`src/rtl/hazard_pkg.sv`:
```
// rtl/hazard_pkg.sv - shared types and defaults for the pipeline hazard controller
package hazard_pkg;

    localparam int REG_AW_DEF = 5;
    localparam int DEPTH_DEF  = 3;
    localparam int FWD_RF     = 0;

    // Fixed-width dst field; register addresses are zero-extended into it, so REG_AW must not exceed it
    localparam int TRK_DST_W  = 8;

    typedef struct packed {
        logic                 valid;
        logic [TRK_DST_W-1:0] dst;
        logic                 wen;
        logic                 load;
    } trk_entry_t;

endpackage

```
`src/rtl/hazard_match.sv`:
```
// rtl/hazard_match.sv - youngest-producer priority comparator for one source operand
module hazard_match
    import hazard_pkg::*;
#(
    parameter int DEPTH = DEPTH_DEF,
    parameter int SEL_W = $clog2(DEPTH + 1)
) (
    input  trk_entry_t [DEPTH-1:0] pipe,
    input  logic [TRK_DST_W-1:0]   src,
    input  logic                   used,
    output logic [SEL_W-1:0]       sel,
    output logic                   is_load
);

    // Scan oldest to youngest so the lowest matching stage is the one left standing
    always_comb begin
        sel     = SEL_W'(FWD_RF);
        is_load = 1'b0;
        for (int k = DEPTH; k >= 1; k--) begin
            if (pipe[k-1].valid && pipe[k-1].wen && (pipe[k-1].dst == src) &&
                (src != '0) && used) begin
                sel     = SEL_W'(k);
                is_load = pipe[k-1].load;
            end
        end
    end

endmodule

```
`src/rtl/pipe_hazard_ctrl.sv`:
```
// rtl/pipe_hazard_ctrl.sv - forwarding select, load-use stall and branch flush for the post-ID stages
module pipe_hazard_ctrl
    import hazard_pkg::*;
#(
    parameter int REG_AW   = REG_AW_DEF,
    parameter int DEPTH    = DEPTH_DEF,
    parameter int BR_STAGE = 2,
    parameter int CNT_W    = 16,
    parameter int SEL_W    = $clog2(DEPTH + 1)
) (
    input  logic              clk,
    input  logic              rst,
    input  logic              id_valid,
    input  logic [REG_AW-1:0] id_rs,
    input  logic [REG_AW-1:0] id_rt,
    input  logic              id_rs_used,
    input  logic              id_rt_used,
    input  logic [REG_AW-1:0] id_dst,
    input  logic              id_wen,
    input  logic              id_load,
    input  logic              branch_taken,
    output logic [SEL_W-1:0]  fwd_a,
    output logic [SEL_W-1:0]  fwd_b,
    output logic              stall,
    output logic              flush,
    output logic [CNT_W-1:0]  stall_cnt,
    output logic [CNT_W-1:0]  flush_cnt
);

    trk_entry_t [DEPTH-1:0] pipe_q;
    trk_entry_t             id_ent;
    logic [SEL_W-1:0]       sel_a;
    logic [SEL_W-1:0]       sel_b;
    logic                   load_a;
    logic                   load_b;
    logic                   load_use;

    hazard_match #(.DEPTH(DEPTH), .SEL_W(SEL_W)) u_match_rs (
        .pipe    (pipe_q),
        .src     (TRK_DST_W'(id_rs)),
        .used    (id_rs_used),
        .sel     (sel_a),
        .is_load (load_a)
    );

    hazard_match #(.DEPTH(DEPTH), .SEL_W(SEL_W)) u_match_rt (
        .pipe    (pipe_q),
        .src     (TRK_DST_W'(id_rt)),
        .used    (id_rt_used),
        .sel     (sel_b),
        .is_load (load_b)
    );

    // A load one stage ahead has no data yet; anything older can be forwarded
    assign load_use = ((sel_a == SEL_W'(1)) && load_a) || ((sel_b == SEL_W'(1)) && load_b);
    assign flush    = branch_taken;
    assign stall    = load_use && !branch_taken;
    assign fwd_a    = stall ? SEL_W'(FWD_RF) : sel_a;
    assign fwd_b    = stall ? SEL_W'(FWD_RF) : sel_b;

    always_comb begin
        id_ent       = '0;
        id_ent.valid = 1'b1;
        id_ent.dst   = TRK_DST_W'(id_dst);
        id_ent.wen   = id_wen;
        id_ent.load  = id_load;
    end

    always_ff @(posedge clk or negedge rst) begin
        if (!rst) begin
            pipe_q    <= '0;
            stall_cnt <= '0;
            flush_cnt <= '0;
        end else begin
            pipe_q[0] <= (id_valid && !stall && !flush) ? id_ent : '0;
            // Entries younger than the resolving branch are killed as they advance
            for (int k = 1; k < DEPTH; k++) begin
                pipe_q[k] <= (flush && (k < BR_STAGE)) ? '0 : pipe_q[k-1];
            end
            if (stall && (stall_cnt != '1)) begin
                stall_cnt <= stall_cnt + CNT_W'(1);
            end
            if (flush && (flush_cnt != '1)) begin
                flush_cnt <= flush_cnt + CNT_W'(1);
            end
        end
    end

endmodule

```
`config.mk`:
```
export PLATFORM = sky130hd
export DESIGN_NAME = pipe_hazard_ctrl
export DESIGN_NICKNAME = d
export VERILOG_FILES = /design/src/rtl/hazard_pkg.sv /design/src/rtl/hazard_match.sv /design/src/rtl/pipe_hazard_ctrl.sv
export SDC_FILE = /design/constraint.sdc
export NUM_CORES = 1
export LEC_CHECK = 0
export CORE_UTILIZATION = 54
export DETAILED_ROUTE_END_ITERATION = 8
export PLACE_DENSITY = 0.85
export SYNTH_ARGS = -nofsm -noshare
export SYNTH_HDL_FRONTEND = slang
export SYNTH_SLANG_ARGS = --single-unit
```
`constraint.sdc`:
```
create_clock -name clk -period 4.65 [get_ports clk]
set_input_delay 0.93 -clock clk [delete_from_list [all_inputs] [get_ports clk]]
set_output_delay 0.93 -clock clk [all_outputs]
set_load 0.005 [all_outputs]
```
==> qor.txt, run 1 <==
TritonCTS clock tree -> done
Post-CTS Hold Buffers -> 0
root buf cell -> clkbuf_8
Initial Utilization -> 56.4%
Post-synth EDFFs -> 0
placed insts -> 373
layout cells sized above 1 -> 7.01%
Critical Path RT -> 3720 ps
initial antenna violation count -> 0
post_cts resized -> 0
post-synth top area cell -> dfrtp_1
Hold Vio Cnt, Final -> 0
post-DP HPWL -> 4270 um
PwrDens -> 297 mW/mm2
Layout area overhead -> 29.3%
Layout Cells excl Fill -> 381
CP arrival -> 3230 ps
Max Clock Freq -> 0.240 GHz
n_diodes -> 0
Period minus WS final -> 4160 ps
setup violators final -> 0
Distinct cells, synth -> 35
Net Count, Synth -> 272
clk buf depth -> 2
Worst Setup End Kind -> primary output
Overall Global Routing Usage -> 24.8%
register area share after synthesis -> 50.4%
number of H-tree levels -> 2
vias in the first global route -> 2012
Setup Fix Bufs, Post-CTS -> 0
setup TNS -> 0 ps
routed vias/inst -> 5.38
clk_skew -> 8.80 ps
relative slew slack -> 54.7%
Pleak -> 1.44 nW
I/O Buffers -> 60
max cap viols -> 0
peak supply drop -> 0.183 mV
Synth area leaders -> dfrtp_1, xnor2_1, xor2_1
largest net degree at the start of global routing -> 55
Antenna Violating Nets Remaining -> 0
Die H -> 72.5 um
Post-synth ARST share -> 100%
Rows -> 25
# DRC -> 0
cts bufs inserted -> 5
Cell Area, Synth -> 0.00268 mm2
post-synthesis sequential element count -> 54
Top Ports -> 61
total grt overflow -> 0
Final Max Slew Viols -> 0
Clock Latency Late Sink -> 310 ps
WL final -> 5740 um
first-pass GRT wire length -> 9880 um
Final Cycle Share -> 89.5%
GP Congestion -> 0.879
worst-margin pin slew -> 680 ps
DR vias -> 2048
top cells by count, synth -> dfrtp_1, xnor2_1, nand3_1, nand2_1, nor2_1
RSZ-0062 raised after global routing -> no
Yosys warning count -> 0
drt pass-1 iters -> 4
top-count cell post-synth -> dfrtp_1
flop2flop setup slack -> 2500 ps
Core Area -> 0.00475 mm2
clk slew on worst S/H paths -> 90 ps
Tightest Hold Check Type -> flip-flop to flip-flop
Synth Flop Type -> dfrtp_1
status -> finished clean
Cells after Synth -> 247
initial DRC count -> 157
die area -> 0.00525 mm2
CTS sink cnt -> 54
Worst Path Max Fanout -> 4
die width -> 72.5 um
Routed WL per cell -> 15.1 um
CP Class -> primary input to primary output
post-synth top area share -> 50.4%
startpoint types -> primary input
Nets -> 338
Avg Cell Area, Syn -> 10.9 um2
==> through the flow <==
stage	total power [mW]	util [%]	instance area, um2	worst slack [ps]	hold slack [ps]
after floorplan	0.617	-	2680	1600	354
after global placement	0.721	70.6	3360	459	359
after detailed placement	0.727	70.6	3360	492	359
after CTS	1.04	72.9	3470	489	380
after global routing	1.08	72.9	3470	336	389
final	1.03	72.9	3470	487	380
==> critical path, cell delays in order <==
cell and delay [ps]:
clkdlybuf4s50_1 620, xnor2_1 150, nand4_1 140, or4_1 500
nor2b_1 150, a211oi_1 210, clkdlybuf4s50_1 530
==> cell families after synthesis <==
logic type,share of synthesized area (%)
DFF,50.4
muxes,0.980
xor gates and xnor gates,18.6
buffers and inverters,1.26
and+or+nand+nor,23.2
AOI/OAI and AO/OA,4.57
adders and majority gates,0.933
==> cell type report <==
cell class | count | area (um2)
Sequential cell | 54 | 1350
Clock inverter | 2 | 37.5
Fill cell | 361 | 1290
Timing Repair Buffer | 62 | 611
Tap cell | 67 | 83.8
Clock buffer | 6 | 72.6
Inverter | 4 | 15.0
Multi-Input combinational cell | 186 | 1300
==> layout by cell type (no fill, tap or decap), drive strengths merged <==
| master | n |
|---|---|
| a221oi | 1 |
| a211oi | 1 |
| and2 | 8 |
| xnor2 | 42 |
| clkdlybuf4s50 | 59 |
| nor4 | 5 |
| clkbuf | 6 |
| nor3 | 7 |
| ha | 2 |
| nand4 | 13 |
| a41oi | 1 |
| dfrtp | 54 |
| bufinv | 1 |
| o21a | 1 |
| a21oi | 3 |
| nand3 | 20 |
| nor2 | 17 |
| or4 | 5 |
| mux2 | 2 |
| and4 | 2 |
| nor2b | 9 |
| o21ai | 6 |
| o211ai | 1 |
| inv | 4 |
| clkinvlp | 1 |
| nand2 | 19 |
| and3 | 4 |
| xor2 | 15 |
| or3 | 1 |
| nand2b | 1 |
| buf | 3 |
==> worst paths after layout <==
check / startpoint / end / depth (start not counted)
max reg2reg: stall_cnt[0]$_DFFE_PN0P_ / stall_cnt[6]$_DFFE_PN0P_ / 7
max: id_rs[4] / fwd_a[1] / 7
min reg2reg: pipe_q[12]$_DFF_PN0_ / pipe_q[23]$_DFF_PN0_ / 0
min in group asynchronous: rst / stall_cnt[6]$_DFFE_PN0P_ / 2
min: pipe_q[12]$_DFF_PN0_ / pipe_q[23]$_DFF_PN0_ / 0
max in group asynchronous: rst / flush_cnt[0]$_DFFE_PN0P_ / 2
==> registers in the layout, indices dropped and copies added, names as in the netlist <==
register / cells
flush_cnt: 16
pipe_q: 22
stall_cnt: 16
==> per-layer routing <==
| layer | vias to the layer above | global-route usage, % | wire, um |
|---|---|---|---|
| met5 | - | 0 | 0 |
| met4 | 0 | 7.41 | 40 |
| met3 | 5 | 5.00 | 283 |
| met2 | 60 | 39.8 | 2850 |
| met1 | 996 | 34.2 | 2570 |
| li1 | 987 | - | - |
==> power breakdown <==
| group | switching [mW] | total [mW] | leakage (nW) | internal (mW) |
|---|---|---|---|---|
| clock network | 0.149 | 0.310 | 0.0514 | 0.161 |
| logic | 0.0718 | 0.174 | 0.665 | 0.102 |
| registers | 0.0438 | 0.546 | 0.725 | 0.502 |
Power figures use the tool's default switching activity.
==> run 2: changes to the inputs <==
CTS_BUF_LIST = sky130_fd_sc_hd__clkbuf_4 sky130_fd_sc_hd__clkbuf_8 sky130_fd_sc_hd__clkbuf_16   (was unset)
==> qor.txt, run 2 (synthesis results as in run 1) <==
status -> finished clean
Setup Fix Bufs, Post-CTS -> 0 (unchanged)
Largest register FFs -> 22 (unchanged)
Final Cycle Share -> 89.5% (unchanged)
I/O Buffers -> 60 (unchanged)
most common cell after layout, fill and taps aside -> clkdlybuf4s50_1
Overall Global Routing Usage -> 24.8% (unchanged)
Layout area overhead -> 29.4%
peak supply drop -> 0.183 mV (about the same)
Rows -> 25 (unchanged)
Worst R2R Start -> stall_cnt[0]$_DFFE_PN0P_
Routed WL per cell -> 15.1 um (unchanged)
die width -> 72.5 um (unchanged)
Core Util, Final -> 73.0% (+0.079 points)
Nets -> 338 (unchanged)
# DRC -> 0 (unchanged)
WL final -> 5740 um (unchanged)
routed vias/inst -> 5.38 (+0.15%)
die area -> 0.00525 mm2 (unchanged)
Antenna Violating Nets Remaining -> 0 (unchanged)
vias in the first global route -> 2012 (unchanged)
number of H-tree levels -> 2 (unchanged)
setup violators final -> 0 (unchanged)
TritonCTS clock tree -> done
clk slew on worst S/H paths -> 90 ps (about the same)
n_diodes -> 0 (unchanged)
Critical Path RT -> 3720 ps (about the same)
initial antenna violation count -> 0 (unchanged)
CP arrival -> 3230 ps (about the same)
Worst Setup End Kind -> primary output
setup TNS -> 0 ps (unchanged)
DR vias -> 2051 (+0.15%)
Tightest Hold Check Type -> flip-flop to flip-flop
layout cells sized above 1 -> 7.32% (+0.32 points)
first-pass GRT wire length -> 9880 um (unchanged)
Worst Path Max Fanout -> 4 (unchanged)
clk_skew -> 8.85 ps (+0.0494 ps)
worst setup path startpoint -> id_rs[4]
biggest regs -> pipe_q (22), flush_cnt (16), stall_cnt (16)
Largest Register -> pipe_q
Initial Utilization -> 56.4% (unchanged)
largest net degree at the start of global routing -> 55 (unchanged)
CTS sink cnt -> 54 (unchanged)
Hold Slack -> 380 ps (unchanged)
post_cts resized -> 0 (unchanged)
Clock Latency Late Sink -> 310 ps (about the same)
Hold Vio Cnt, Final -> 0 (unchanged)
Die H -> 72.5 um (unchanged)
Pleak -> 1.44 nW (+0.24%)
initial DRC count -> 157 (unchanged)
Max Clock Freq -> 0.240 GHz (unchanged)
Final Max Slew Viols -> 0 (unchanged)
clk buf depth -> 2 (unchanged)
FILL cells -> 361 (unchanged)
relative slew slack -> 54.7% (about the same)
commonest non-fill, non-tap cells in the layout -> clkdlybuf4s50_1, dfrtp_1, xnor2_1
total grt overflow -> 0 (unchanged)
Top Ports -> 61 (unchanged)
cts bufs inserted -> 5 (unchanged)
CP Class -> primary input to primary output
Core Area -> 0.00475 mm2 (unchanged)
drt pass-1 iters -> 4 (unchanged)
Period minus WS final -> 4160 ps (unchanged)
max cap viols -> 0 (unchanged)
GP Congestion -> 0.879 (unchanged)
startpoint types -> primary input
Post-CTS Hold Buffers -> 0 (unchanged)
RSZ-0062 raised after global routing -> no
worst-margin pin slew -> 680 ps (+0.0897 ps)
post-DP HPWL -> 4270 um (unchanged)
PwrDens -> 298 mW/mm2 (+0.46%)
root buf cell -> clkbuf_8
hold_sp -> pipe_q[12]$_DFF_PN0_
run 2: cell counts in the layout (fill, tap and decap cells not counted):
No cell type changed its count.
run 2: stage by stage:
step	instances	setup WS (ps)	instance area (um2)	total power [mW]
after CTS	381	489	3470	1.05
final	381	487	3470	1.04
after detailed placement	373	492	3360	0.727
after global placement	373	459	3360	0.721
after global routing	381	336	3470	1.09
after floorplan	247	1600	2680	0.617
run 2: final timing paths:
| path | slack (ps) | end | cells past startpoint |
|---|---|---|---|
| setup reg to reg | 2500 | stall_cnt[6]$_DFFE_PN0P_ | 7 |
| max in group asynchronous | 3460 | flush_cnt[0]$_DFFE_PN0P_ | 2 |
| hold reg to reg | 380 | pipe_q[23]$_DFF_PN0_ | 0 |
| min in group asynchronous | 730 | stall_cnt[6]$_DFFE_PN0P_ | 2 |
| hold / removal | 380 | pipe_q[23]$_DFF_PN0_ | 0 |
| setup / recovery | 490 | fwd_a[1] | 7 |
run 2: layer usage:
layer,part of all wire [%],track usage [%]
met5,0,0
met4,0.70,7.41
met3,4.9,5.00
met2,50,39.8
met1,45,34.2
run 2: final cells by class:
type | instances | area, um2 | area share (%)
clock inverters | 2 | 37.5 | 1.08
clock buffers | 6 | 76.3 | 2.20
inverters | 4 | 15.0 | 0.433
repair buffers | 62 | 611 | 17.6
multi-input cells | 186 | 1300 | 37.3
flip-flops and latches | 54 | 1350 | 38.9
well taps | 67 | 83.8 | 2.42
run 2: critical path: stages:
cell	delay, ps
clkdlybuf4s50_1	620
xnor2_1	150
nand4_1	140
or4_1	500
nor2b_1	150
a211oi_1	210
clkdlybuf4s50_1	530
run 2: power breakdown:
part / switching (mW) / total [mW] / internal (mW) / leakage [nW]
clock network: 0.149 / 0.316 / 0.167 / 0.0548
registers: 0.0438 / 0.546 / 0.502 / 0.725
logic: 0.0718 / 0.174 / 0.102 / 0.665
total: 0.265 / 1.04 / 0.771 / 1.44
==> run 3: changes to the inputs <==
REMOVE_ABC_BUFFERS = 1   (was unset)
==> qor.txt, run 3 (synthesis results as in run 1) <==
post-DP HPWL -> 4220 um (-1.1%)
Max Clock Freq -> 0.239 GHz (-0.59%)
largest net degree at the start of global routing -> 55 (unchanged)
PwrDens -> 297 mW/mm2 (-0.55%)
die width -> 72.5 um (unchanged)
initial DRC count -> 166 (+5.7%)
startpoint types -> primary input
RSZ-0062 raised after global routing -> no
Die H -> 72.5 um (unchanged)
CP arrival -> 3260 ps (+30 ps)
total grt overflow -> 0 (unchanged)
Worst Setup End Kind -> primary output
relative slew slack -> 55.9% (+1.2 points)
routed vias/inst -> 5.36 (-0.34%)
setup TNS -> 0 ps (unchanged)
layout cells sized above 1 -> 7.32% (unchanged)
post_cts resized -> 0 (unchanged)
Largest Register -> pipe_q
clk_skew -> 3.74 ps (-5.11 ps)
Pleak -> 1.45 nW (+0.26%)
Final Cycle Share -> 90.1% (+0.53 points)
initial antenna violation count -> 0 (unchanged)
Net Sw Frac -> 25.7% (+0.097 points)
Top Ports -> 61 (unchanged)
first-pass GRT wire length -> 9600 um (-2.9%)
Core Area -> 0.00475 mm2 (unchanged)
Final Max Slew Viols -> 0 (unchanged)
max cap viols -> 0 (unchanged)
most common cell after layout, fill and taps aside -> clkdlybuf4s50_1
Final Instance Area -> 0.00347 mm2 (about the same)
Nets -> 338 (unchanged)
GP Congestion -> 0.900 (+2.4%)
Bufs and invs on worst path -> 2 (unchanged)
CP Class -> primary input to primary output
placed cell area -> 0.00336 mm2 (unchanged)
number of H-tree levels -> 2 (unchanged)
Critical Path RT -> 3720 ps (about the same)
die area -> 0.00525 mm2 (unchanged)
status -> finished clean
Clock Power Share -> 30.7% (+0.2 points)
Initial Utilization -> 56.4% (unchanged)
Cell Int Power -> 0.765 mW (-0.72%)
DR vias -> 2044 (-0.34%)
Layout area overhead -> 29.4% (about the same)
Hold Slack -> 400 ps (+20.3 ps)
setup violators final -> 0 (unchanged)
Post-CTS Hold Buffers -> 0 (unchanged)
Overall Global Routing Usage -> 24.0% (-0.77 points)
peak supply drop -> 0.242 mV (+32%)
biggest regs -> pipe_q (22), flush_cnt (16), stall_cnt (16)
Period minus WS final -> 4190 ps (+24.7 ps)
cts bufs inserted -> 5 (unchanged)
crit-path leading delay family -> buffers and inverters
drt pass-1 iters -> 5 (+1)
CTS sink cnt -> 54 (unchanged)
clk buf depth -> 2 (unchanged)
Critical Path Max Stage Delay -> 600 ps (-20 ps)
Largest register FFs -> 22 (unchanged)
commonest non-fill, non-tap cells in the layout -> clkdlybuf4s50_1, dfrtp_1, xnor2_1
vias in the first global route -> 1972 (-2.0%)
Setup Fix Bufs, Post-CTS -> 0 (unchanged)
worst-margin pin slew -> 662 ps (-17.9 ps)
clk slew on worst S/H paths -> 90 ps (about the same)
Logic pwr share -> 16.5% (-0.3 points)
root buf cell -> clkbuf_8
slowest cell on the critical path -> clkdlybuf4s50_1
Psw -> 0.264 mW (-0.21%)
critical-path cell list -> clkdlybuf4s50_1 -> or4_4 -> o21ai_4 -> or4_1 -> nor2b_1 -> a211oi_1 -> clkdlybuf4s50_1
# DRC -> 0 (unchanged)
Hold Vio Cnt, Final -> 0 (unchanged)
I/O Buffers -> 60 (unchanged)
TritonCTS clock tree -> done
n_diodes -> 0 (unchanged)
Rows -> 25 (unchanged)
Tightest Hold Check Type -> flip-flop to flip-flop
Routed WL per cell -> 15.0 um (-0.68%)
most used cell, CP -> clkdlybuf4s50_1
Sequential Power Share -> 52.8% (about the same)
Worst Path Max Fanout -> 4 (unchanged)
Antenna Violating Nets Remaining -> 0 (unchanged)
Clock Latency Late Sink -> 310 ps (about the same)
WL final -> 5700 um (-0.68%)
run 3: final timing paths:
kind,startpoint,endpoint,slack [ps],cells after the start
setup / recovery,id_rs[1],fwd_a[1],460,7
hold / removal,pipe_q[21]$_DFF_PN0_,pipe_q[32]$_DFF_PN0_,400,0
setup reg to reg,stall_cnt[0]$_DFFE_PN0P_,stall_cnt[6]$_DFFE_PN0P_,2540,7
hold reg to reg,pipe_q[21]$_DFF_PN0_,pipe_q[32]$_DFF_PN0_,400,0
max in group asynchronous,rst,pipe_q[14]$_DFF_PN0_,3490,2
min in group asynchronous,rst,stall_cnt[7]$_DFFE_PN0P_,720,2
run 3: power by group through the flow:
stage / clock (mW) / sequential, mW / combinational, mW
2_1_floorplan: 0 / 0.547 / 0.0683
5_1_grt: 0.341 / 0.550 / 0.190
4_1_cts: 0.321 / 0.544 / 0.172
3_3_place_gp: 0 / 0.551 / 0.167
3_5_place_dp: 0 / 0.552 / 0.171
6_report: 0.316 / 0.543 / 0.170
run 3: final cells by class:
cell class	count	area [um2]
Sequential cell	54	1350
Multi-Input combinational cell	186	1300
Fill cell	355	1280
Timing Repair Buffer	62	611
Tap cell	67	83.8
Clock buffer	5	68.8
Clock inverter	3	43.8
Inverter	4	15.0
run 3: metrics by stage:
stage	power, mW	setup WS (ps)	instances	utilization [%]
floorplan	0.615	1600	244	-
global placement	0.718	472	373	70.6
detailed placement	0.723	455	373	70.6
CTS	1.04	453	381	73.0
global route	1.08	337	381	73.0
finish	1.03	462	381	73.0
run 3: per-layer routing:
metal | track usage (%) | wire length, um | up-vias
met1 | 31.5 | 2570 | 1001
li1 | - | - | 982
met2 | 39.7 | 2800 | 52
met5 | 0 | 0 | -
met4 | 7.84 | 90 | 0
met3 | 5.42 | 245 | 9
